[config.mk]
export PLATFORM = sky130hd
export DESIGN_NAME = miter_output_monitor
export DESIGN_NICKNAME = d
export VERILOG_FILES = /design/src/rtl/miter_output_monitor.sv
export SDC_FILE = /design/constraint.sdc
export NUM_CORES = 1
export LEC_CHECK = 0
export BUFFER_PORTS_ARGS = -buffer_cell sky130_fd_sc_hd__buf_2
export CAP_MARGIN = 5
export CORE_UTILIZATION = 54
export DETAILED_ROUTE_END_ITERATION = 7
export GPL_TIMING_DRIVEN = 0
export MAX_ROUTING_LAYER = met4
export PLACE_DENSITY = 0.85
export SYNTH_ARGS = -nofsm -noshare
export SYNTH_HDL_FRONTEND = slang
export SYNTH_SLANG_ARGS = --single-unit
[constraint.sdc]
create_clock -name clk -period 2.7 [get_ports clk]
set_clock_uncertainty 0.1 [all_clocks]
set_input_delay 0.27 -clock clk [delete_from_list [all_inputs] [get_ports clk]]
set_output_delay 0.27 -clock clk [all_outputs]
set_load 0.005 [all_outputs]
[src/rtl/miter_output_monitor.sv]
`default_nettype none
// ============================================================================
// Module      : miter_output_monitor
// Description : Compares golden/revised netlist output vectors, counts
//               vectors and mismatches, captures the first failure and
//               compresses both streams into MISR signatures.
// Revision    : 1.0 - initial release
// ============================================================================
module miter_output_monitor #(
  parameter int             W     = 9,
  parameter int             CNT_W = 16,
  parameter logic [W-1:0]   POLY  = 9'h011,
  parameter logic [W-1:0]   SEED  = 9'h000
) (
  input  logic             clk,
  input  logic             rst_n,
  input  logic             start,
  input  logic             stop,
  input  logic             in_valid,
  input  logic [W-1:0]     golden,
  input  logic [W-1:0]     revised,
  output logic             busy,
  output logic             done,
  output logic             fail,
  output logic [CNT_W-1:0] vec_cnt,
  output logic [CNT_W-1:0] mism_cnt,
  output logic [CNT_W-1:0] first_idx,
  output logic [W-1:0]     first_diff,
  output logic [W-1:0]     sig_golden,
  output logic [W-1:0]     sig_revised,
  output logic             sig_equal
);

  localparam logic [1:0]       c_st_idle = 2'd0;
  localparam logic [1:0]       c_st_run  = 2'd1;
  localparam logic [1:0]       c_st_done = 2'd2;
  localparam logic [CNT_W-1:0] c_cnt_max = {CNT_W{1'b1}};

  logic [1:0]       r_state;
  logic             r_busy;
  logic             r_done;
  logic             r_fail;
  logic [CNT_W-1:0] r_vec_cnt;
  logic [CNT_W-1:0] r_mism_cnt;
  logic [CNT_W-1:0] r_first_idx;
  logic [W-1:0]     r_first_diff;
  logic [W-1:0]     r_sig_golden;
  logic [W-1:0]     r_sig_revised;

  logic w_accept;
  logic w_mismatch;

  function automatic logic [W-1:0] f_misr_next(input logic [W-1:0] sig,
                                               input logic [W-1:0] data);
    return {sig[W-2:0], 1'b0} ^ (sig[W-1] ? POLY : '0) ^ data;
  endfunction

  // A vector arriving together with start belongs to no run and is dropped.
  assign w_accept   = (r_state == c_st_run) && in_valid && !start;
  assign w_mismatch = (golden != revised);

  always_ff @(posedge clk or negedge rst_n) begin
    if (!rst_n) begin
      r_state       <= c_st_idle;
      r_busy        <= 1'b0;
      r_done        <= 1'b0;
      r_fail        <= 1'b0;
      r_vec_cnt     <= '0;
      r_mism_cnt    <= '0;
      r_first_idx   <= '0;
      r_first_diff  <= '0;
      r_sig_golden  <= '0;
      r_sig_revised <= '0;
    end else if (start) begin
      r_state       <= c_st_run;
      r_busy        <= 1'b1;
      r_done        <= 1'b0;
      r_fail        <= 1'b0;
      r_vec_cnt     <= '0;
      r_mism_cnt    <= '0;
      r_first_idx   <= '0;
      r_first_diff  <= '0;
      r_sig_golden  <= SEED;
      r_sig_revised <= SEED;
    end else begin
      if ((r_state == c_st_run) && stop) begin
        r_state <= c_st_done;
        r_busy  <= 1'b0;
        r_done  <= 1'b1;
      end
      if (w_accept) begin
        if (r_vec_cnt != c_cnt_max) begin
          r_vec_cnt <= r_vec_cnt + CNT_W'(1);
        end
        r_sig_golden  <= f_misr_next(r_sig_golden, golden);
        r_sig_revised <= f_misr_next(r_sig_revised, revised);
        if (w_mismatch) begin
          if (r_mism_cnt != c_cnt_max) begin
            r_mism_cnt <= r_mism_cnt + CNT_W'(1);
          end
          r_fail <= 1'b1;
          if (!r_fail) begin
            r_first_idx  <= r_vec_cnt;
            r_first_diff <= golden ^ revised;
          end
        end
      end
    end
  end

  assign busy        = r_busy;
  assign done        = r_done;
  assign fail        = r_fail;
  assign vec_cnt     = r_vec_cnt;
  assign mism_cnt    = r_mism_cnt;
  assign first_idx   = r_first_idx;
  assign first_diff  = r_first_diff;
  assign sig_golden  = r_sig_golden;
  assign sig_revised = r_sig_revised;
  assign sig_equal   = r_done && (r_sig_golden == r_sig_revised);

endmodule
`default_nettype wire

==> flow_metrics.env, run 1 <==
export IMPL_finalCritPeriodShare_pct=77.5
export IMPL_peakVddDrop_mv=0.274
export IMPL_antenna_found_initial=0
export IMPL_fin_cells=662
export IMPL_critPathMaxFanout=6
export IMPL_crit_required_ns=2.84
export IMPL_wl_met3_um=782
export IMPL_cp_end_kind="flip-flop"
export IMPL_synth_async_reset_ratio_pct=100
export IMPL_routedWlPerCell_um=16.8
export IMPL_numPortBuffers=101
export IMPL_synth_xor_area_share_pct=10.4
export IMPL_top_layer="met4"
export IMPL_yosys_area_share_simple_pct=20.8
export IMPL_post_cts_buffers=0
export IMPL_crit_chain="ha_1, nand4b_1, nor2_1, nand3_1, and3_1, a211o_1"
export IMPL_viasPerCell=6.02
export IMPL_cts_buffer_depth=2
export IMPL_cts_tree="yes"
export IMPL_stdcell_area_um2=5110
export IMPL_synthTopCellsByArea="dfrtp_1 46%, xnor2_1 10%, o21ai_0 4.5%"
export IMPL_dieHeight_um=90.4
export IMPL_clk_pin_slew_worst_paths_ns=0.09
export IMPL_critPathLaunchType="flip-flop"
export IMPL_hp_class="in2reg"
export IMPL_p_leak_uw=0.00234
export IMPL_dpl_hpwl_mm=8.03
export IMPL_synth_avg_cell_area_um2=9.51
export IMPL_switchingPower_uw=735
export IMPL_p_comb_share_pct=13.9
export IMPL_cts_root_buf="clkbuf_8"
export IMPL_cp_top_family="simple AND/OR/NAND/NOR gates"
export IMPL_fin_setup_tns_ns=0
export IMPL_placed_cell_area_um2=4880
export IMPL_synth_fp_nets=469
export IMPL_yosysTopAreaCellShare_pct=46.2
export IMPL_drtAntennaViolNets=0
export IMPL_worst_path_buf_inv=0
export IMPL_max_freq_ghz=0.478
export IMPL_cts_htree_levels=3
export IMPL_syn_inst=444
export IMPL_finalWirelength_mm=11.1
export IMPL_pin_count=102
export IMPL_die_area_um2=8180
export IMPL_area_growth_pct=21.1
export IMPL_dp_cells=645
export IMPL_rsz0062_at_grt="no"
export IMPL_m1WireLength_mm=4.82
export IMPL_nets=583
export IMPL_internal_power_uw=1890
export IMPL_hold_slack_ns=0.0686
export IMPL_track_usage_pct=28.7
export IMPL_power_density_nw_per_um2=513
export IMPL_first_pass_iters=5
export IMPL_setup_viol=0
export IMPL_grt_max_degree=54
export IMPL_ctsResizeCount=0
export IMPL_synth_top_family_by_area="simple AND/OR/NAND/NOR gates"
export IMPL_diodes=0
export IMPL_synth_mux_area_share_pct=0.711
export IMPL_hold_viol=0
export IMPL_finalPower_uw=2630
export IMPL_core_area_um2=7410
export IMPL_start_util_pct=57.0
export IMPL_cts_sink_count=78
export IMPL_drtIter0Drc=251
export IMPL_path_class="reg2reg"
export IMPL_syn_area_um2=4220
export IMPL_drive_gt1_share_pct=24.5
export IMPL_synth_edf_count=0
export IMPL_swShare_pct=28.0
export IMPL_slowest_stage="dfrtp_1"
export IMPL_worst_slew_pin_slew_ns=0.553
export IMPL_synth_warnings=0
export IMPL_drc_errors=0
export IMPL_min_period_ns=2.09
export IMPL_synth_adder_area_share_pct=0.592
export IMPL_synth_yosys_seq_area_share_pct=46.2
export IMPL_yosys_area_top_type="dfrtp_1"
export IMPL_num_rows=31
export IMPL_insertion_delay_ns=0.36
export IMPL_grt_pass1_wl_mm=18.1
export IMPL_die_w_um=90.4
export IMPL_grt_pass1_vias=3661
export IMPL_drv_slew=0
export IMPL_overflow=0
export IMPL_cp_arrival_ns=2.24
export IMPL_ys_ff_latch=78
export IMPL_ctsHoldBuffers=1
export IMPL_gp_congestion=0.876
export IMPL_maxCapViolCount=0
export IMPL_cp_slowest_stage_delay_ns=0.45
export IMPL_numCtsBuffers=9
export IMPL_synth_flop_cell="dfrtp_1"
export IMPL_met2_length_mm=5.34
export IMPL_vias=3987
export IMPL_status="complete, no violations"
export IMPL_synthDistinctLibCells=51
export IMPL_synth_compound_area_share_pct=17.1
export IMPL_p_seq_share_pct=48.4
export IMPL_clockPowerShare_pct=37.6
export IMPL_slew_headroom_pct=62.7
-- sequential cells by signal, summed over array words and instances, names as in the netlist --
signal / cells
sig_golden: 9
vec_cnt: 16
r_state: 1
first_diff: 9
fail: 1
done: 1
mism_cnt: 16
sig_revised: 9
first_idx: 16
-- layout make-up --
cell class                      count  area, µm²
Multi-Input combinational cell    332       2090
Sequential cell                    78       1950
Buffer                             27        155
Tap cell                           99        124
Fill cell                         587       2290
Clock inverter                      7       97.6
Timing Repair Buffer              103        546
Inverter                            7       26.3
Clock buffer                        9        124
-- tightest hold or removal path, delay by kind of cell --
family / cells / cell delay [ns]
buf+inv: 1 / 0.09
simple gates: 1 / 0.08
compound gates: 1 / 0.06
-- path summary, 6_finish.rpt --
kind | from | to | slack (ns) | cells after the start
worst max-delay path | mism_cnt[0] | mism_cnt[14] | 0.61 | 6
worst min-delay path | stop | done | 0.07 | 3
worst max register to register | mism_cnt[0] | mism_cnt[14] | 0.61 | 6
worst min register to register | first_diff[1] | first_diff[1] | 0.40 | 2
max in group asynchronous | rst_n | first_idx[0] | 1.65 | 3
min in group asynchronous | rst_n | first_idx[12] | 0.27 | 2
-- cells in the mapped netlist (9+ instances only) --
cell and number:
a21oi_1 11, clkbuf_1 11, o21ai_0 38, a22oi_1 17, nand4_1 9, a211oi_1 19, nand2_1 45, nand3_1 19
nor4_1 12, nor2_1 42, dfrtp_1 78, xnor2_1 48
-- cells by family after synthesis --
logic type,Yosys count
AO/OA/AOI/OAI,109
XOR/XNOR,50
adder cells (fa/ha/maj),2
buffers and inverters,34
flip-flops,78
multiplexers,3
AND/OR/NAND/NOR,168
-- cell usage in the layout (no fill, tap or decap), types with 3 or more instances in the layout --
master / Yosys / layout
o211ai_1: 7 / 7
nor4_1: 12 / 12
nand4_1: 9 / 9
a22oi_1: 17 / 17
o21ai_0: 38 / 38
inv_1: 7 / 7
mux2i_1: 3 / 3
a21oi_1: 11 / 11
nor2_1: 42 / 42
nor3_1: 4 / 4
or4_1: 3 / 3
xnor2_1: 48 / 48
nand4b_1: 3 / 3
nand2b_1: 3 / 3
a211oi_1: 19 / 19
and3_1: 7 / 7
clkbuf_8: 0 / 9
or3_1: 5 / 5
a211o_1: 5 / 5
clkbuf_1: 11 / 11
nand3_1: 19 / 19
buf_1: 5 / 5
buf_6: 6 / 6
nand2_1: 45 / 45
dfrtp_1: 78 / 78
buf_2: 3 / 103
-- through the flow --
| step | utilization [%] | worst slack, ns |
|---|---|---|
| 2_1_floorplan | - | 0.792 |
| 3_3_place_gp | 65.5 | 0.608 |
| 3_5_place_dp | 65.9 | 0.591 |
| 4_1_cts | 69.0 | 0.608 |
| 5_1_grt | 69.0 | 0.429 |
| 6_report | 69.0 | 0.608 |
-- power by group through the flow --
stage	clock [µW]	sequential [µW]	combinational, µW
final	988	1270	366
after global routing	1040	1280	402
after CTS	989	1270	366
after detailed placement	0	1290	362
after global placement	0	1290	347
after floorplan	0	1290	203
-- per-layer routing --
layer,GRT usage (%),vias to the layer above
met5,-,-
met4,11.2,0
met3,4.12,20
met2,44.4,173
met1,38.5,1949
li1,-,1845
(Power assumes the default switching activity.)
==> run 2: changes to the inputs <==
--- a/config.mk
+++ b/config.mk
@@ -5,6 +5,7 @@
 export SDC_FILE = /design/constraint.sdc
 export NUM_CORES = 1
 export LEC_CHECK = 0
+export ABC_AREA = 1
 export BUFFER_PORTS_ARGS = -buffer_cell sky130_fd_sc_hd__buf_2
 export CAP_MARGIN = 5
 export CORE_UTILIZATION = 54
==> constraint.sdc (replaced) <==
create_clock -name clk -period 2.16 [get_ports clk]
set_clock_uncertainty 0.1 [all_clocks]
set_input_delay 0.216 -clock clk [delete_from_list [all_inputs] [get_ports clk]]
set_output_delay 0.216 -clock clk [all_outputs]
set_load 0.005 [all_outputs]
==> run 2 against run 1 <==
  * Via count up 5.7%
  * Largest power group unchanged
  * Non-clock buffer count down 8
  * Clock power up 15%
  * Utilization down 2.2 points
  * Sequential share of layout area down 0.19 points
  * Total power up 27%
  * Clock-buffer cell count up 2
  * Die area up 0.81%
  * Flip-flop and latch count unchanged
  * Combinational power up 53%
==> flow_metrics.env, run 2 <==
export IMPL_synth_async_reset_ratio_pct=100
export IMPL_fin_setup_tns_ns=0
export IMPL_numCtsBuffers=9
export IMPL_min_period_ns=1.86
export IMPL_track_usage_pct=29.3
export IMPL_min_from="stop"
export IMPL_die_area_um2=8250
export IMPL_reg2reg_from="vec_cnt[0]"
export IMPL_ctsResizeCount=0
export IMPL_yosysTopAreaCellShare_pct=45.8
export IMPL_crit_chain="inv_1, a221oi_1, nand3_1, nor2_1, buf_2"
export IMPL_seq_area_um2=1950
export IMPL_path_class="reg2out"
export IMPL_synth_yosys_seq_area_share_pct=45.8
export IMPL_maxCapViolCount=0
export IMPL_diodes=0
export IMPL_placed_cell_area_um2=4920
export IMPL_synth_flop_cell="dfrtp_1"
export IMPL_viasPerCell=5.43
export IMPL_cp_slowest_stage_delay_ns=0.44
export IMPL_utilization_pct=66.9
export IMPL_rsz0062_at_grt="no"
export IMPL_slowest_stage="dfrtp_1"
export IMPL_drive_gt1_share_pct=22.8
export IMPL_critPathMaxFanout=4
export IMPL_slew_headroom_pct=56.4
export IMPL_first_pass_iters=5
export IMPL_area_growth_pct=20.7
export IMPL_synth_common_cells="170 x nand2_1, 78 x dfrtp_1, 46 x inv_1, 42 x o21ai_1, 41 x nor2_1"
export IMPL_cts_sink_count=78
export IMPL_peakVddDrop_mv=0.354
export IMPL_finalPower_uw=3340
export IMPL_critPathLaunchType="flip-flop"
export IMPL_cts_tree="yes"
export IMPL_status="complete, no violations"
export IMPL_hp_class="in2reg"
export IMPL_cp_arrival_ns=1.54
export IMPL_drv_slew=0
export IMPL_synth_avg_cell_area_um2=7.67
export IMPL_numPortBuffers=101
export IMPL_synth_warnings=0
export IMPL_dpl_hpwl_mm=8.35
export IMPL_yosys_area_top_type="dfrtp_1"
export IMPL_dieHeight_um=90.8
export IMPL_vias=4216
export IMPL_drtAntennaViolNets=0
export IMPL_finalCritPeriodShare_pct=86.0
export IMPL_grt_max_degree=53
export IMPL_post_cts_buffers=0
export IMPL_stdcell_area_um2=5140
export IMPL_synthMostInstantiatedCell="nand2_1"
export IMPL_cts_buffer_depth=2
export IMPL_grt_pass1_vias=3911
export IMPL_ys_ff_latch=78
export IMPL_start_util_pct=55.4
export IMPL_power_density_nw_per_um2=650
export IMPL_p_leak_uw=0.00251
export IMPL_cp_end_kind="output pin"
export IMPL_worst_slew_pin_slew_ns=0.654
export IMPL_grt_pass1_wl_mm=18.6
export IMPL_layout_commonest_cell="nand2_1"
export IMPL_core_area_um2=7690
export IMPL_synth_fp_nets=580
export IMPL_nets=694
export IMPL_synthTopCellsByArea="dfrtp_1 46%, nand2_1 15%, o21ai_1 4.9%"
export IMPL_n_fill_cell=693
export IMPL_insertion_delay_ns=0.35
export IMPL_cts_root_buf="clkbuf_8"
export IMPL_clk_pin_slew_worst_paths_ns=0.08
export IMPL_gp_congestion=0.900
export IMPL_ctsHoldBuffers=1
export IMPL_die_w_um=90.8
export IMPL_cts_htree_levels=3
export IMPL_crit_required_ns=1.84
export IMPL_num_rows=32
export IMPL_preCtsSetupSlack_ns=0.354
export IMPL_hold_viol=0
export IMPL_layout_setup_ws_ns=0.302
export IMPL_synth_edf_count=0
export IMPL_multi_input_area_um2=2000
export IMPL_synthDistinctLibCells=33
export IMPL_drc_errors=0
export IMPL_antenna_found_initial=0
export IMPL_pin_count=102
export IMPL_setup_worst_path_start="sig_revised[8]"
export IMPL_syn_inst=555
export IMPL_routedWlPerCell_um=14.4
export IMPL_setup_viol=0
export IMPL_finalWirelength_mm=11.2
export IMPL_drtIter0Drc=369
export IMPL_syn_area_um2=4260
export IMPL_max_freq_ghz=0.538
export IMPL_final_cell_mix="170 x nand2_1, 108 x buf_2, 78 x dfrtp_1, 46 x inv_1, 42 x o21ai_1"
export IMPL_overflow=0
run 2: final timing paths:
check | endpoint | slack [ns] | cells after the start
setup / recovery | sig_equal | 0.30 | 5
hold / removal | done | 0.08 | 3
setup reg to reg | vec_cnt[13] | 0.33 | 10
hold reg to reg | first_idx[5] | 0.39 | 2
max in group asynchronous | mism_cnt[7] | 1.15 | 3
min in group asynchronous | first_diff[7] | 0.22 | 2
run 2: cell type report:
type | instances | area share, %
repair buffers | 103 | 10.6
multi-input cells | 407 | 38.9
inverters | 51 | 3.77
flip-flops and latches | 78 | 38.0
plain buffers | 19 | 2.24
well taps | 102 | 2.48
clock buffers | 11 | 2.94
clock inverters | 5 | 1.12
run 2: cells by family after synthesis:
kind of cell	count (synthesis)	share of synthesized area, %
AOI/OAI and AO/OA	88	11.1
xor gates and xnor gates	31	6.37
adders and majority gates	2	0.587
buffers and inverters	70	7.26
DFF	78	45.8
and+or+nand+nor	286	28.8
run 2: critical path, delay by kind of cell (launching register included):
kind | cells | cell delay (ns)
AOI/OAI and AO/OA | 1 | 0.33
buffers and inverters | 2 | 0.22
DFF | 1 | 0.44
and+or+nand+nor | 2 | 0.21
run 2: power breakdown:
group	switching, µW	internal [µW]	leakage (µW)	total, µW
Sequential	99.5	1550	0.00106	1650
Clock	543	595	0.0000976	1140
Combinational	331	229	0.00135	560
run 2: metal layers:
layer	vias up	wire, µm	track usage [%]
met1	1984	4850	39.0
li1	2032	-	-
met2	178	5270	45.3
met5	-	0	-
met3	22	798	4.04
met4	0	281	12.3
run 2: stage by stage:
step	cells	hold slack (ns)
after global placement	758	0.367
final	776	0.0824
after global routing	776	0.0631
after floorplan	555	-0.180
after CTS	776	0.0611
after detailed placement	759	0.0565
